File: config.mk
export PLATFORM = sky130hd
export DESIGN_NAME = mdom_wvb_capture
export DESIGN_NICKNAME = d
export VERILOG_FILES = /design/src/rtl/mdom_wvb_capture_pkg.sv /design/src/rtl/mdom_wvb_capture_pretrig_delay.sv /design/src/rtl/mdom_wvb_capture.sv
export SDC_FILE = /design/constraint.sdc
export NUM_CORES = 1
export LEC_CHECK = 0
export BUFFER_PORTS_ARGS = -buffer_cell sky130_fd_sc_hd__buf_2
export CORE_AREA = 2 2 243 245
export CTS_BUF_LIST = sky130_fd_sc_hd__clkbuf_2
export DETAILED_ROUTE_END_ITERATION = 10
export DIE_AREA = 0 0 245 247
export GPL_TIMING_DRIVEN = 1
export PLACE_DENSITY = 0.71
export SLEW_MARGIN = 20
export SYNTH_ARGS = -nofsm -noshare
export SYNTH_HDL_FRONTEND = slang
export SYNTH_SLANG_ARGS = --single-unit
File: constraint.sdc
create_clock -name clk -period 4.3 [get_ports clk]
set_input_delay 0.43 -clock clk [delete_from_list [all_inputs] [get_ports clk]]
set_output_delay 0.43 -clock clk [all_outputs]
set_load 0.01 [all_outputs]
File: src/rtl/mdom_wvb_capture_pkg.sv
// Shared constants for the waveform capture path: trigger source codes,
// waveform-buffer word layout and header field layout.
package mdom_wvb_capture_pkg;

    // Trigger source codes carried in the header
    localparam logic [1:0] TRIG_SRC_THRESH = 2'd0;
    localparam logic [1:0] TRIG_SRC_DISCR  = 2'd1;
    localparam logic [1:0] TRIG_SRC_EXT    = 2'd2;
    localparam logic [1:0] TRIG_SRC_SOFT   = 2'd3;

    // Sample word layout: {sof, eoe, adc[11:0], discr[7:0]}
    localparam int ADC_W         = 12;
    localparam int DISCR_W       = 8;
    localparam int SAMP_W        = ADC_W + DISCR_W;
    localparam int WVB_W         = SAMP_W + 2;
    localparam int WVB_SOF_BIT   = 21;
    localparam int WVB_EOE_BIT   = 20;
    localparam int WVB_ADC_LSB   = 8;
    localparam int WVB_DISCR_LSB = 0;

    // Header layout: {trig_src[1:0], ltc[47:0], length[12:0]}
    localparam int LTC_W       = 48;
    localparam int LEN_W       = 13;
    localparam int HDR_W       = 63;
    localparam int HDR_SRC_LSB = 61;
    localparam int HDR_LTC_LSB = 13;
    localparam int HDR_LEN_LSB = 0;

    typedef enum logic {
        S_IDLE    = 1'b0,
        S_CAPTURE = 1'b1
    } cap_state_t;

    function automatic logic [HDR_W-1:0] pack_hdr(input logic [1:0]       src,
                                                   input logic [LTC_W-1:0] ltc_v,
                                                   input logic [LEN_W-1:0] len);
        logic [HDR_W-1:0] h;
        h = '0;
        h[HDR_SRC_LSB +: 2]     = src;
        h[HDR_LTC_LSB +: LTC_W] = ltc_v;
        h[HDR_LEN_LSB +: LEN_W] = len;
        return h;
    endfunction

    // Delay-line samples are stored as {adc, discr}
    function automatic logic [WVB_W-1:0] pack_wvb(input logic              sof,
                                                   input logic              eoe,
                                                   input logic [SAMP_W-1:0] s);
        logic [WVB_W-1:0] w;
        w = '0;
        w[WVB_SOF_BIT]               = sof;
        w[WVB_EOE_BIT]               = eoe;
        w[WVB_ADC_LSB +: ADC_W]      = s[DISCR_W +: ADC_W];
        w[WVB_DISCR_LSB +: DISCR_W]  = s[0 +: DISCR_W];
        return w;
    endfunction

endpackage

File: src/rtl/mdom_wvb_capture_pretrig_delay.sv
// Pre-trigger delay line: DEPTH-deep shift register (the live input counts
// as tap 0) with a registered variable tap. tap holds the input from
// sel cycles before the edge that loaded it.
module pretrig_delay #(
    parameter int W     = 20,
    parameter int DEPTH = 32,
    localparam int SEL_W = (DEPTH > 1) ? $clog2(DEPTH) : 1
) (
    input  logic             clk,
    input  logic             rst,
    input  logic [W-1:0]     din,
    input  logic [SEL_W-1:0] sel,
    output logic [W-1:0]     tap
);

    logic [DEPTH-1:1][W-1:0] sr;
    logic [DEPTH-1:0][W-1:0] line;

    // Tap 0 is the live input, tap i is the input from i cycles ago
    always_comb begin
        line = {sr, din};
    end

    // Shift every cycle; reset wipes history so stale samples never leak out
    always_ff @(posedge clk) begin
        if (rst) begin
            sr  <= '0;
            tap <= '0;
        end else begin
            sr  <= line[DEPTH-2:0];
            tap <= line[sel];
        end
    end

endmodule

File: src/rtl/mdom_wvb_capture.sv
// Waveform capture controller: on an accepted trigger writes pre-trigger,
// trigger and post-trigger samples (optionally extended by time-over-threshold)
// into the waveform buffer, then one header word with src/ltc/length.
module mdom_wvb_capture
    import mdom_wvb_capture_pkg::*;
#(
    parameter int PRE_MAX = 31,
    parameter int MAX_LEN = 4096,
    localparam int PRE_W  = $clog2(PRE_MAX + 1)
) (
    input  logic              clk,
    input  logic              rst,
    input  logic [11:0]       adc_stream_in,
    input  logic [7:0]        discr_stream_in,
    input  logic              trig,
    input  logic [1:0]        trig_src,
    input  logic              thresh_tot,
    input  logic              discr_tot,
    input  logic [47:0]       ltc,
    input  logic              arm,
    input  logic [PRE_W-1:0]  pre_conf,
    input  logic [11:0]       post_conf,
    input  logic              extend,
    input  logic              wvb_full,
    output logic              wvb_wr_en,
    output logic [21:0]       wvb_wr_data,
    output logic              hdr_wr_en,
    output logic [62:0]       hdr_data,
    output logic              overflow,
    output logic              busy
);

    localparam logic [LEN_W-1:0] LAST_IDX = LEN_W'(MAX_LEN - 1);

    logic              rst_q;
    cap_state_t        state;

    // Event parameters frozen at trigger acceptance
    logic [1:0]        src_lat;
    logic [LTC_W-1:0]  ltc_lat;
    logic [PRE_W-1:0]  pre_lat;
    logic [11:0]       post_lat;
    logic              ext_lat;

    // k_q: index of the last sample written; end_k: index that will carry eoe
    logic [LEN_W-1:0]  k_q;
    logic [LEN_W-1:0]  end_k;
    logic              end_vld;
    logic              done_q;
    logic              sof_q;
    logic              eoe_q;
    logic [SAMP_W-1:0] tap;

    logic              accept;
    logic              drop;
    logic              writing;
    logic              tot;
    logic              found_now;
    logic              last;
    logic [PRE_W-1:0]  pre_cur;
    logic [11:0]       post_cur;
    logic              ext_cur;
    logic [1:0]        src_cur;
    logic [LTC_W-1:0]  ltc_cur;
    logic [LEN_W-1:0]  k_cur;
    logic [LEN_W-1:0]  end_k_cur;

    // Reset is registered once before it touches any state
    always_ff @(posedge clk) begin
        rst_q <= rst;
    end

    // Write-side decode. Sample k is loaded at the edge ending cycle T+k, at
    // which point the live input is S_{T+k}; the written sample is S_{T+k-pre}.
    // So the end of an extended event is found on the live input and eoe
    // lands pre writes later.
    always_comb begin
        accept    = (state == S_IDLE) && trig && arm && !wvb_full;
        drop      = (state == S_IDLE) && trig && arm && wvb_full;
        writing   = accept || ((state == S_CAPTURE) && !done_q);
        tot       = thresh_tot | discr_tot;
        pre_cur   = (state == S_IDLE) ? pre_conf  : pre_lat;
        post_cur  = (state == S_IDLE) ? post_conf : post_lat;
        ext_cur   = (state == S_IDLE) ? extend    : ext_lat;
        src_cur   = (state == S_IDLE) ? trig_src  : src_lat;
        ltc_cur   = (state == S_IDLE) ? ltc       : ltc_lat;
        k_cur     = accept ? '0 : (k_q + LEN_W'(1));
        found_now = !end_vld && (k_cur >= LEN_W'(post_cur)) && (!ext_cur || !tot);
        end_k_cur = end_vld ? end_k : (k_cur + LEN_W'(pre_cur));
        last      = ((end_vld || found_now) && (k_cur == end_k_cur)) ||
                    (k_cur == LAST_IDX);
    end

    pretrig_delay #(
        .W     (SAMP_W),
        .DEPTH (PRE_MAX + 1)
    ) u_delay (
        .clk (clk),
        .rst (rst_q),
        .din ({adc_stream_in, discr_stream_in}),
        .sel (pre_cur),
        .tap (tap)
    );

    assign wvb_wr_data = wvb_wr_en ? pack_wvb(sof_q, eoe_q, tap) : '0;

    // Capture FSM with registered strobes; CAPTURE keeps one tail cycle after
    // the eoe write so a trigger coincident with eoe is still ignored.
    always_ff @(posedge clk) begin
        if (rst_q) begin
            state     <= S_IDLE;
            src_lat   <= '0;
            ltc_lat   <= '0;
            pre_lat   <= '0;
            post_lat  <= '0;
            ext_lat   <= 1'b0;
            k_q       <= '0;
            end_k     <= '0;
            end_vld   <= 1'b0;
            done_q    <= 1'b0;
            sof_q     <= 1'b0;
            eoe_q     <= 1'b0;
            wvb_wr_en <= 1'b0;
            hdr_wr_en <= 1'b0;
            hdr_data  <= '0;
            overflow  <= 1'b0;
            busy      <= 1'b0;
        end else begin
            wvb_wr_en <= 1'b0;
            sof_q     <= 1'b0;
            eoe_q     <= 1'b0;
            hdr_wr_en <= 1'b0;
            hdr_data  <= '0;
            overflow  <= 1'b0;

            case (state)
                S_IDLE: begin
                    if (accept) begin
                        state    <= S_CAPTURE;
                        busy     <= 1'b1;
                        src_lat  <= trig_src;
                        ltc_lat  <= ltc;
                        pre_lat  <= pre_conf;
                        post_lat <= post_conf;
                        ext_lat  <= extend;
                        end_vld  <= 1'b0;
                        done_q   <= 1'b0;
                    end else if (drop) begin
                        overflow <= 1'b1;
                    end
                end
                S_CAPTURE: begin
                    if (done_q) begin
                        state   <= S_IDLE;
                        busy    <= 1'b0;
                        done_q  <= 1'b0;
                        end_vld <= 1'b0;
                    end
                end
                default: state <= S_IDLE;
            endcase

            if (writing) begin
                wvb_wr_en <= 1'b1;
                sof_q     <= (k_cur == '0);
                eoe_q     <= last;
                k_q       <= k_cur;
                if (found_now) begin
                    end_vld <= 1'b1;
                    end_k   <= end_k_cur;
                end
                if (last) begin
                    done_q    <= 1'b1;
                    hdr_wr_en <= 1'b1;
                    hdr_data  <= pack_hdr(src_cur, ltc_cur, k_cur + LEN_W'(1));
                end
            end
        end
    end

endmodule

==> impl_metrics.csv <==
group,metric,value,unit
status,status,"complete, no violations",
cts,path_clk_slew,0.10,ns
grt,grt_usage,0.245,
detailed_routing,via_count,25100,
yosys,synth_edf_count,0,
yosys,async_reset_ff_frac,0,
cts,cts-buffers-inserted,195,
floorplan,start_util,0.531,
sta,fin_tns_setup,0,ns
cts,cts.htree.levels,4,
grt,grt_max_degree,240,
detailed_routing,drt_first_pass_iters,6,
sta,tightest_slew,1.16,ns
critical_path,setup.worst_path.start,"state$_SDFF_PP0_",
critical_path,startpoint_type,"flip-flop",
finish,layout_common_cells,"dfxtp_1, nand2_1, nor2b_1",
floorplan,num_io_pins,184,
sta,fmax,252,MHz
sta,relSlewSlack,0.226,
sta,slew_violations,0,
grt,grt_pass1_vias,24200,
yosys,yosysSeqAreaShare,0.521,
detailed_routing,wirelength,74500,um
sta,setup_viol,0,
critical_path,critPathRequiredTime,5.56,ns
critical_path,path_cells,"and4bb_4 -> buf_4 -> nor2_1 -> ha_1 -> a21o_1 -> a31oi_1 -> nor3b_2 -> nor2b_1 -> nor2b_1 -> o31ai_2 -> dlygate4sd3_1 -> nand3_1 -> nor2_1",
cts,cts_root_buf,"clkbuf_2",
detailed_routing,drt_iter0_drc,1671,
finish,layout.cells.most_common,"dfxtp_1",
yosys,synth.avg_cell_area,8.72,um^2
detailed_routing,wire_per_inst,15.5,um
critical_path,arrival,5.22,ns
flow_run,max_cap_viol_count,0,
finish,fin_nets,4011,
critical_path,crit_buf_inv,2,
cts,cts_tree,"yes",
critical_path,worst-path-max-fanout,19,
pwr,leakage,14.0,nW
critical_path,max_stage_delay,0.61,ns
critical_path,cp_slowest_cell,"dlygate4sd3_1",
yosys,synth.distinct_cells,70,
sta,period_share,0.921,
critical_path,cp_top_family,"simple AND/OR/NAND/NOR gates",
cts,cts_buffer_depth,3,
critical_path,crit_type,"flip-flop to flip-flop",
floorplan,die_h,247,um
yosys,syn-num-nets,3665,
critical_path,r2r-start,"state$_SDFF_PP0_",
yosys,yosysWarnings,0,
floorplan,row_count,89,
grt,grt_first_pass_wirelength,121000,um
min_path,hp-start,"rst",
finish,area_growth,16.4,%
pwr,ir_drop,0.256,mV
yosys,synth_area,30900,um^2
sta,skew,0.0642,ns
detailed_routing,postRouteAntennaNets,0,
critical_path,r2r_setup_slack,0.34,ns
sta,rsz0062_at_grt,"no",
critical_path,worst_setup_path_end_kind,"flip-flop",
cts,cts_sinks,806,
yosys,synth_top_area_share,0.521,
floorplan,die_area,60500,um^2
yosys,synth_area_leaders,"dfxtp_1, nor2b_1, nand2_1",
place,numPortBuffers,183,
floorplan,die_w,245,um
finish,final_core_util,0.619,
finish,layout-drive-gt1-share,0.154,
grt,grt-ovfl-total,0,
yosys,ys_seq_elements,806,
place,dp_hpwl,37900,um
place,place_congestion,0.950,
detailed_routing,via_per_inst,5.21,
yosys,synthCells,3549,
min_path,hold_class,"primary input to flip-flop",
detailed_routing,drcViolationCount,0,
floorplan,core-area,58200,um^2
grt,antenna_found_initial,7,
pwr,p_per_area,384,nW/um^2
sta,min_period,3.96,ns
yosys,synth_top_cell_by_area,"dfxtp_1",
yosys,synth_ff_type,"dfxtp_1",
sta,finalHoldViolCount,0,
cts,insertion_delay,1.35,ns
==> sequential cells by signal (all words and copies together), names as in the netlist <==
| name | flops |
|---|---|
| u_delay.line | 620 |
| hdr_data | 63 |
| ltc_lat | 48 |
| u_delay.tap | 20 |
| end_k | 13 |
| k_q | 13 |
| post_lat | 12 |
| pre_lat | 5 |
| src_lat | 2 |
| busy | 1 |
| done_q | 1 |
| end_vld | 1 |
| ext_lat | 1 |
| hdr_wr_en | 1 |
| overflow | 1 |
| rst_q | 1 |
| sof_q | 1 |
| state | 1 |
| wvb_wr_en | 1 |
==> layer usage <==
metal  track usage  vias to the layer above  wire length (um)
met2         0.378                      712             33700
met4        0.0994                        6              1820
met3        0.0606                      154              4280
li1              -                    12500                 -
met1         0.328                    11700             34600
met5             0                        -                34
==> logic make-up after synthesis <==
kind of cell,synth area share
flip-flops,0.521
AO/OA/AOI/OAI,0.0675
adder cells (fa/ha/maj),0.00873
buffers and inverters,0.0388
AND/OR/NAND/NOR,0.326
XOR/XNOR,0.0122
multiplexers,0.0258
==> worst register-to-register path: stages, from the launching register on <==
cell           delay, ns
dfxtp_4             0.46
and4bb_4            0.40
buf_4               0.29
nor2_1              0.11
ha_1                0.32
a21o_1              0.23
a31oi_1             0.15
nor3b_2             0.38
nor2b_1             0.13
nor2b_1             0.19
o31ai_2             0.40
dlygate4sd3_1       0.61
nand3_1             0.12
nor2_1              0.12
==> where the power goes <==
| part | total, W | switching, W | internal (W) | leakage, nW |
|---|---|---|---|---|
| combinational | 0.00118 | 0.000763 | 0.000417 | 6.17 |
| clock | 0.00506 | 0.00296 | 0.00210 | 1.34 |
| sequential | 0.00758 | 0.0000486 | 0.00753 | 6.51 |
| total | 0.0138 | 0.00378 | 0.0100 | 14.0 |
==> metrics by stage <==
step           worst slack (ns)  std cells  area [um^2]  power (W)  hold WS [ns]
6_report                  0.338       4812        36000     0.0138         0.249
5_1_grt                  0.0517       4809        36000     0.0145         0.154
4_1_cts                   0.226       4805        36000     0.0140        0.0659
3_5_place_dp              0.274       4283        32300    0.00878         0.447
3_3_place_gp              0.365       4283        32300    0.00877         0.440
2_1_floorplan             0.291       3549        30900    0.00844         0.433
==> cell usage after synthesis (7+ instances only) <==
master,instances
xor2_1,18
xnor2_1,25
a311oi_1,101
a211oi_1,15
a31oi_1,28
nor4_1,7
ha_1,20
clkbuf_1,229
nor2_1,73
inv_1,16
buf_1,12
mux2i_1,75
and3_1,45
buf_4,8
nor2_2,55
nand3_1,333
o21ai_0,16
a21oi_1,104
dfxtp_1,806
nand2b_1,7
and2_1,23
nand4_1,7
buf_6,9
nand2_1,801
nor2b_1,626
buf_2,12
==> final cells by class <==
type	instances	area, um^2
well taps	773	967
diodes	6	15.0
flip-flops and latches	806	16100
clock buffers	279	1400
clock inverters	56	397
fillers	4970	22200
inverters	20	87.6
multi-input cells	2453	13700
repair buffers	419	3330
==> timing repair <==
item                                    in CTS  in global routing
buffers inserted                             0                  1
endpoints found under the setup margin       0                 63
hold buffers                               187                  0
hold endpoints to repair                   185                  0
resized for setup                            0                  2
==> worst paths after layout <==
check,cells after the start,to
worst max-delay path,13,hdr_data[4]$_SDFF_PP0_
worst min-delay path,3,rst_q$_DFF_P_
worst max register to register,13,hdr_data[4]$_SDFF_PP0_
worst min register to register,1,u_delay.line[379]$_SDFF_PP0_
Note: power is estimated with default switching activity, not from simulation.
